`config.mk`:
```
export PLATFORM = sky130hd
export DESIGN_NAME = scanner_rx
export DESIGN_NICKNAME = d
export VERILOG_FILES = /design/src/rtl/scanner_rx.sv
export SDC_FILE = /design/constraint.sdc
export NUM_CORES = 1
export LEC_CHECK = 0
export CORE_MARGIN = 1
export CORE_UTILIZATION = 35
export CTS_CLUSTER_DIAMETER = 30
export DETAILED_ROUTE_END_ITERATION = 6
export SYNTH_ARGS = -nofsm -noshare
export SYNTH_HDL_FRONTEND = slang
export SYNTH_SLANG_ARGS = --single-unit
```
`constraint.sdc`:
```
create_clock -name clk -period 1.57 [get_ports clk]
set_input_delay 0.2355 -clock clk [delete_from_list [all_inputs] [get_ports clk]]
set_output_delay 0.2355 -clock clk [all_outputs]
set_load 0.1 [all_outputs]
```
`src/rtl/scanner_rx.sv`:
```
// -----------------------------------------------------------------------------
// scanner_rx
//   Receives framed serial traffic from a scanner peripheral. Bits arrive MSB
//   first on dataIn, qualified by rising edges of clkIn. Both lines are
//   asynchronous to clk, so each is double-flop synchronized before use.
//
//   A frame is one command byte. The data command (NCMD_DATA) is followed by
//   one data byte. Command codes 2, 3 and 4 update sticky peer status flags.
//   A partial frame with no clkIn edge for TIMEOUT clk cycles is aborted.
//
// Ports
//   clk          system clock, all state on its rising edge
//   rst          asynchronous active-low reset
//   clkIn        serial bit clock from the scanner (asynchronous)
//   dataIn       serial data, sampled at clkIn rising edge (asynchronous)
//   dataAck      consumer accepts the held data byte
//   cmdValid     one-cycle pulse, command byte complete
//   cmdCode      last received command byte
//   dataValid    level, dataByte holds unconsumed data
//   dataByte     last received data byte
//   peerReady    sticky, set by command 2, cleared by a data byte
//   peerScanning sticky, set by command 3, cleared by command 4
//   peerFull     sticky, set by command 4, cleared by a data byte
//   frameErr     one-cycle pulse, timeout abort or unknown command
//   overrun      sticky, data byte arrived while previous one unconsumed
// -----------------------------------------------------------------------------
module scanner_rx #(
  parameter int          TIMEOUT   = 16,
  parameter logic [7:0]  NCMD_DATA = 8'd7
) (
  input  logic       clk,
  input  logic       rst,
  input  logic       clkIn,
  input  logic       dataIn,
  input  logic       dataAck,
  output logic       cmdValid,
  output logic [7:0] cmdCode,
  output logic       dataValid,
  output logic [7:0] dataByte,
  output logic       peerReady,
  output logic       peerScanning,
  output logic       peerFull,
  output logic       frameErr,
  output logic       overrun
);

  localparam int IW = $clog2(TIMEOUT + 1);

  typedef enum logic [1:0] {
    S_IDLE = 2'd0,
    S_CMD  = 2'd1,
    S_DATA = 2'd2
  } state_t;

  // ---------------------------------------------------------------------------
  // Synchronizers and edge detect (stage p0)
  // ---------------------------------------------------------------------------
  logic r_clk_s1, r_clk_s2, r_clk_prev;
  logic r_dat_s1, r_dat_s2;
  logic w_edge_p0;

  always_ff @(posedge clk or negedge rst) begin
    if (!rst) begin
      r_clk_s1   <= 1'b0;
      r_clk_s2   <= 1'b0;
      r_clk_prev <= 1'b0;
      r_dat_s1   <= 1'b0;
      r_dat_s2   <= 1'b0;
    end else begin
      r_clk_s1   <= clkIn;
      r_clk_s2   <= r_clk_s1;
      r_clk_prev <= r_clk_s2;
      r_dat_s1   <= dataIn;
      r_dat_s2   <= r_dat_s1;
    end
  end

  assign w_edge_p0 = r_clk_s2 & ~r_clk_prev;

  // ---------------------------------------------------------------------------
  // Registered edge and its data bit (stage p1)
  // ---------------------------------------------------------------------------
  // The data bit is carried alongside the edge strobe so both stay aligned.
  logic r_edge_p1;
  logic r_dat_p1;

  always_ff @(posedge clk or negedge rst) begin
    if (!rst) begin
      r_edge_p1 <= 1'b0;
      r_dat_p1  <= 1'b0;
    end else begin
      r_edge_p1 <= w_edge_p0;
      r_dat_p1  <= r_dat_s2;
    end
  end

  // ---------------------------------------------------------------------------
  // Shift register, bit counter, idle counter
  // ---------------------------------------------------------------------------
  state_t          r_state;
  state_t          w_state_nxt;
  logic [7:0]      r_shift;
  logic [2:0]      r_bitcnt;
  logic [IW-1:0]   r_idle;
  logic [7:0]      w_byte;
  logic            w_done;
  logic            w_timeout;

  assign w_byte    = {r_shift[6:0], r_dat_p1};
  // The counter is zero whenever a frame starts, so the 8th edge is cnt==7.
  assign w_done    = r_edge_p1 && (r_bitcnt == 3'd7);
  assign w_timeout = (r_state != S_IDLE) && !r_edge_p1 &&
                     (r_idle == IW'(TIMEOUT - 1));

  always_ff @(posedge clk or negedge rst) begin
    if (!rst) begin
      r_shift  <= 8'h00;
      r_bitcnt <= 3'd0;
    end else if (w_timeout) begin
      r_shift  <= 8'h00;
      r_bitcnt <= 3'd0;
    end else if (r_edge_p1) begin
      r_shift  <= w_byte;
      r_bitcnt <= r_bitcnt + 3'd1;
    end
  end

  // Counts cycles since the last edge while a frame is in progress.
  always_ff @(posedge clk or negedge rst) begin
    if (!rst) begin
      r_idle <= '0;
    end else if ((r_state == S_IDLE) || r_edge_p1 || w_timeout) begin
      r_idle <= '0;
    end else begin
      r_idle <= r_idle + IW'(1);
    end
  end

  // ---------------------------------------------------------------------------
  // Frame FSM
  // ---------------------------------------------------------------------------
  logic w_cmd_done;
  logic w_data_done;

  always_ff @(posedge clk or negedge rst) begin
    if (!rst) begin
      r_state <= S_IDLE;
    end else begin
      r_state <= w_state_nxt;
    end
  end

  always_comb begin
    w_state_nxt = r_state;
    w_cmd_done  = 1'b0;
    w_data_done = 1'b0;
    case (r_state)
      S_IDLE: begin
        // The first edge of a frame is shifted in as bit 7.
        if (r_edge_p1) begin
          w_state_nxt = S_CMD;
        end
      end
      S_CMD: begin
        if (w_done) begin
          w_cmd_done  = 1'b1;
          w_state_nxt = (w_byte == NCMD_DATA) ? S_DATA : S_IDLE;
        end else if (w_timeout) begin
          w_state_nxt = S_IDLE;
        end
      end
      S_DATA: begin
        if (w_done) begin
          w_data_done = 1'b1;
          w_state_nxt = S_IDLE;
        end else if (w_timeout) begin
          w_state_nxt = S_IDLE;
        end
      end
      default: begin
        w_state_nxt = S_IDLE;
      end
    endcase
  end

  // ---------------------------------------------------------------------------
  // Output registers (stage p2)
  // ---------------------------------------------------------------------------
  logic       r_cmd_vld_p2;
  logic [7:0] r_cmd_code_p2;
  logic       r_data_vld_p2;
  logic [7:0] r_data_byte_p2;
  logic       r_ready;
  logic       r_scanning;
  logic       r_full;
  logic       r_frame_err_p2;
  logic       r_overrun;
  logic       w_known_cmd;

  // Codes that are accepted without raising a frame error.
  assign w_known_cmd = (w_byte == NCMD_DATA) || (w_byte == 8'd2) ||
                       (w_byte == 8'd3)      || (w_byte == 8'd4);

  always_ff @(posedge clk or negedge rst) begin
    if (!rst) begin
      r_cmd_vld_p2   <= 1'b0;
      r_cmd_code_p2  <= 8'h00;
      r_data_vld_p2  <= 1'b0;
      r_data_byte_p2 <= 8'h00;
      r_ready        <= 1'b0;
      r_scanning     <= 1'b0;
      r_full         <= 1'b0;
      r_frame_err_p2 <= 1'b0;
      r_overrun      <= 1'b0;
    end else begin
      r_cmd_vld_p2   <= 1'b0;
      r_frame_err_p2 <= 1'b0;

      if (w_timeout) begin
        r_frame_err_p2 <= 1'b1;
      end

      if (w_cmd_done) begin
        r_cmd_vld_p2  <= 1'b1;
        r_cmd_code_p2 <= w_byte;
        if (!w_known_cmd) begin
          r_frame_err_p2 <= 1'b1;
        end else if (w_byte != NCMD_DATA) begin
          case (w_byte)
            8'd2: r_ready <= 1'b1;
            8'd3: r_scanning <= 1'b1;
            8'd4: begin
              r_full     <= 1'b1;
              r_scanning <= 1'b0;
            end
            default: ;
          endcase
        end
      end

      if (w_data_done) begin
        // A new byte always overwrites; an unacknowledged held byte is lost.
        r_data_byte_p2 <= w_byte;
        r_data_vld_p2  <= 1'b1;
        r_ready        <= 1'b0;
        r_full         <= 1'b0;
        if (r_data_vld_p2 && !dataAck) begin
          r_overrun <= 1'b1;
        end
      end else if (r_data_vld_p2 && dataAck) begin
        r_data_vld_p2 <= 1'b0;
      end
    end
  end

  assign cmdValid     = r_cmd_vld_p2;
  assign cmdCode      = r_cmd_code_p2;
  assign dataValid    = r_data_vld_p2;
  assign dataByte     = r_data_byte_p2;
  assign peerReady    = r_ready;
  assign peerScanning = r_scanning;
  assign peerFull     = r_full;
  assign frameErr     = r_frame_err_p2;
  assign overrun      = r_overrun;

endmodule

```
==> results by group <==
Global routing
  – Largest net degree at the start of global routing: between 40 and 50
  – Vias in the first global route: approximately 1.3k
  – GRT Total Usage: 0.149
  – Initial antenna violation count: 0
  – First-pass GRT wire length: around 6200 um
  – Grt ovf: 0

Power
  – Pwr per Cell Area: 1100 nW/um^2
  – Leak: about 1.3 nW
  – Worst VDD drop: just under 0.0005 V

Synthesis
  – FF+latch count, synth: 47
  – Cells after synthesis: 169
  – Synthesized area per cell: between 10 and 15 sq um
  – Most frequent cells after synthesis: dfrtp_1, nand2_1, o21ai_0, nor2_1, mux2_4
  – Netlist cell types: 34
  – Area contributors post-synth: dfrtp_1, nand2_1, mux2_4
  – Post-synth top area share: 0.621
  – Synth Area in XOR/XNOR: 0.0139
  – Simple-gate portion of the synthesized area: 0.166
  – Synth async-reset ratio: 1.00
  – Synth warn: 0
  – Adder-Cell Fraction of Synth Area: 0.0264
  – Prevailing post-synth register cell: dfrtp_1
  – Synth area leader: dfrtp_1
  – Compound-Gate Fraction of Synth Area: 0.0727
  – Mux share of post-synthesis cell area: 0.0614
  – Largest family of logic cells by synthesized area: simple AND/OR/NAND/NOR gates
  – Post-Syn Nets: roughly 180
  – Post-synth EDFFs: 0
  – Register area share after synthesis: 0.621
  – Synthesized area: between 1500 and 2000 sq um

Placement
  – Port Buffers: 27
  – DP Area: around 2600 sq um
  – DP Worst Slack: -0.135 ns
  – Gpl congestion: roughly 0.73
  – DP HPWL: roughly 2500 um

Timing
  – Hold slack: between 0.008 and 0.009 ns
  – RSZ-0062 raised after global routing: yes
  – Fin. max-slew vios: 0
  – Worst slew pin tran: around 0.57 ns
  – Final worst path period share: 0.994
  – Max transition margin: 0.618
  – F_max: ~0.64 GHz
  – Final setup fails: 0
  – Fin worst setup slack: 0.00985 ns
  – Crit path time final: between 1.5 and 2 ns
  – Clock Skew: between 0.01 and 0.015 ns
  – Hold Violations, Final: 0

Drt
  – DRC violations left: 0
  – Vias: around 1.3k
  – WL/cell: approximately 13 um
  – Drt first pass iters: 4
  – WL final: 3700 um
  – Initial drt markers: 86
  – Vias per inst: around 4.7
  – DRT antenna net count: 0

CTS
  – Root buffer cell: clkbuf_8
  – Sink Count: 47
  – Worst skew pair latency: around 0.30 ns
  – Clk buf depth: 2
  – # H-tree levels: 2
  – CTS Buf Count: 5
  – CTS tree: yes
  – CTS Hold Bufs: 0
  – Reg clk slew, reported paths: roughly 0.080 ns

Finish
  – Layout cells sized above 1: 0.394
  – # fillers: approximately 420
  – Fin area: ~2900 sq um
  – Ant diodes: 0
  – Layout Nets: 226
  – Area Overhead vs Synth: 51.3%

Worst hold path
  – Hold WC Path Type: input pin to asynchronous set/reset pin

Critical path
  – Crit path capture type: flop
  – Setup crit start: r_idle[0]
  – Cells on worst reg2reg path: 8
  – Reg-to-reg critical path endpoint: r_shift[4]
  – Worst R2R Setup Slack: ~0.0099 ns
  – CP Launch Type: flop
  – Req. time, crit path: between 1.5 and 2 ns
  – Crit path arrival time: about 1.8 ns
  – CP Class: flop to flop
  – Reg2reg start: r_idle[0]
  – Critical path fanouts, max: 5

Floorplanning
  – FP Rows: 26
  – Die Wd: 75.6 um
  – Chip Height: 75.6 um
  – I/O pin total: 28
  – Starting Density: 0.366
  – Die ar.: 5710 sq um
  – Core Region: roughly 5200 sq um

Job
  – Max-Cap Viols: 0

Outcome
  – Outcome: complete, no violations
## stage by stage
step / power, mW / utilization / instances / TNS (ns)
2_1_floorplan: 1.96 / - / 169 / 0
3_3_place_gp: 2.30 / 0.496 / 272 / -0.172
3_5_place_dp: 2.32 / 0.496 / 272 / -0.857
4_1_cts: 3.05 / 0.532 / 284 / -0.00759
5_1_grt: 3.32 / 0.554 / 288 / -0.311
6_report: 3.15 / 0.554 / 288 / 0
## cells by family after synthesis
kind of cell,Yosys count
AND/OR/NAND/NOR,71
flip-flops,47
AO/OA/AOI/OAI,22
buffers and inverters,14
multiplexers,8
adder cells (fa/ha/maj),4
XOR/XNOR,3
## state kept, by name, indices dropped and copies added (netlist names)
| name | count |
|---|---|
| dataByte | 8 |
| peerReady | 1 |
| r_clk_s1 | 1 |
| overrun | 1 |
| r_edge_p1 | 1 |
| peerScanning | 1 |
| r_idle | 5 |
| r_dat_s2 | 1 |
| r_dat_p1 | 1 |
| r_dat_s1 | 1 |
| r_shift | 7 |
| frameErr | 1 |
| peerFull | 1 |
| r_clk_s2 | 1 |
| r_state | 2 |
| r_bitcnt | 3 |
| cmdCode | 8 |
| cmdValid | 1 |
| dataValid | 1 |
| r_clk_prev | 1 |
## layout by cell type (no fill, tap or decap), types with 2 or more instances in the layout
| master | instances |
|---|---|
| a31oi_1 | 2 |
| buf_12 | 25 |
| buf_4 | 19 |
| buf_6 | 2 |
| clkbuf_8 | 5 |
| clkdlybuf4s50_1 | 3 |
| dfrtp_1 | 47 |
| ha_4 | 3 |
| inv_1 | 3 |
| mux2_4 | 7 |
| nand2_1 | 42 |
| nand2_4 | 4 |
| nand3_1 | 3 |
| nor2_1 | 8 |
| nor2b_1 | 2 |
| o21ai_0 | 2 |
| o21ai_1 | 6 |
| o21ai_2 | 5 |
| xnor2_1 | 2 |
## how the worst max path moves through the flow
| stage | end |
|---|---|
| after floorplan | r_shift[0] |
| after global placement | r_shift[5] |
| after detailed placement | r_shift[3] |
| after CTS | r_shift[3] |
| after global routing | r_shift[4] |
| final | r_shift[4] |
## layer usage
metal	wire, um	track usage	vias to the layer above
li1	-	-	651
met3	158	0.0410	8
met4	81	0.0679	0
met1	1590	0.177	649
met2	1870	0.252	36
met5	0	0	-
## power by group
part	switching, mW	internal, mW
combinational	0.559	0.385
clock	0.396	0.311
sequential	0.164	1.34
## critical path, cell delays in order, from the launching register on
cell and delay, ns:
dfrtp_1 0.39, ha_2 0.19, and3_4 0.18, ha_4 0.16, nand2b_4 0.06, o21bai_4 0.15, clkbuf_16 0.19, nand2_1 0.05
o21ai_1 0.12
## what timing repair did
| action | CTS | global route |
|---|---|---|
| setup endpoints to repair | 13 | 18 |
| buffers inserted | 3 | 4 |
| cloned | 1 | 0 |
| resized for setup | 17 | 25 |
| pin swaps | 3 | 13 |
## area by class of cell
| type | instances | area [sq um] | share of cell area |
|---|---|---|---|
| sequential | 47 | 1180 | 0.410 |
| inverter | 4 | 15.0 | 0.00524 |
| clock buffer | 6 | 72.6 | 0.0253 |
| multi-input combinational | 108 | 777 | 0.271 |
| tap | 70 | 87.6 | 0.0306 |
| timing repair buffer | 51 | 726 | 0.253 |
| clock inverter | 2 | 12.5 | 0.00436 |
No activity file was read; power rests on OpenSTA's default activity.
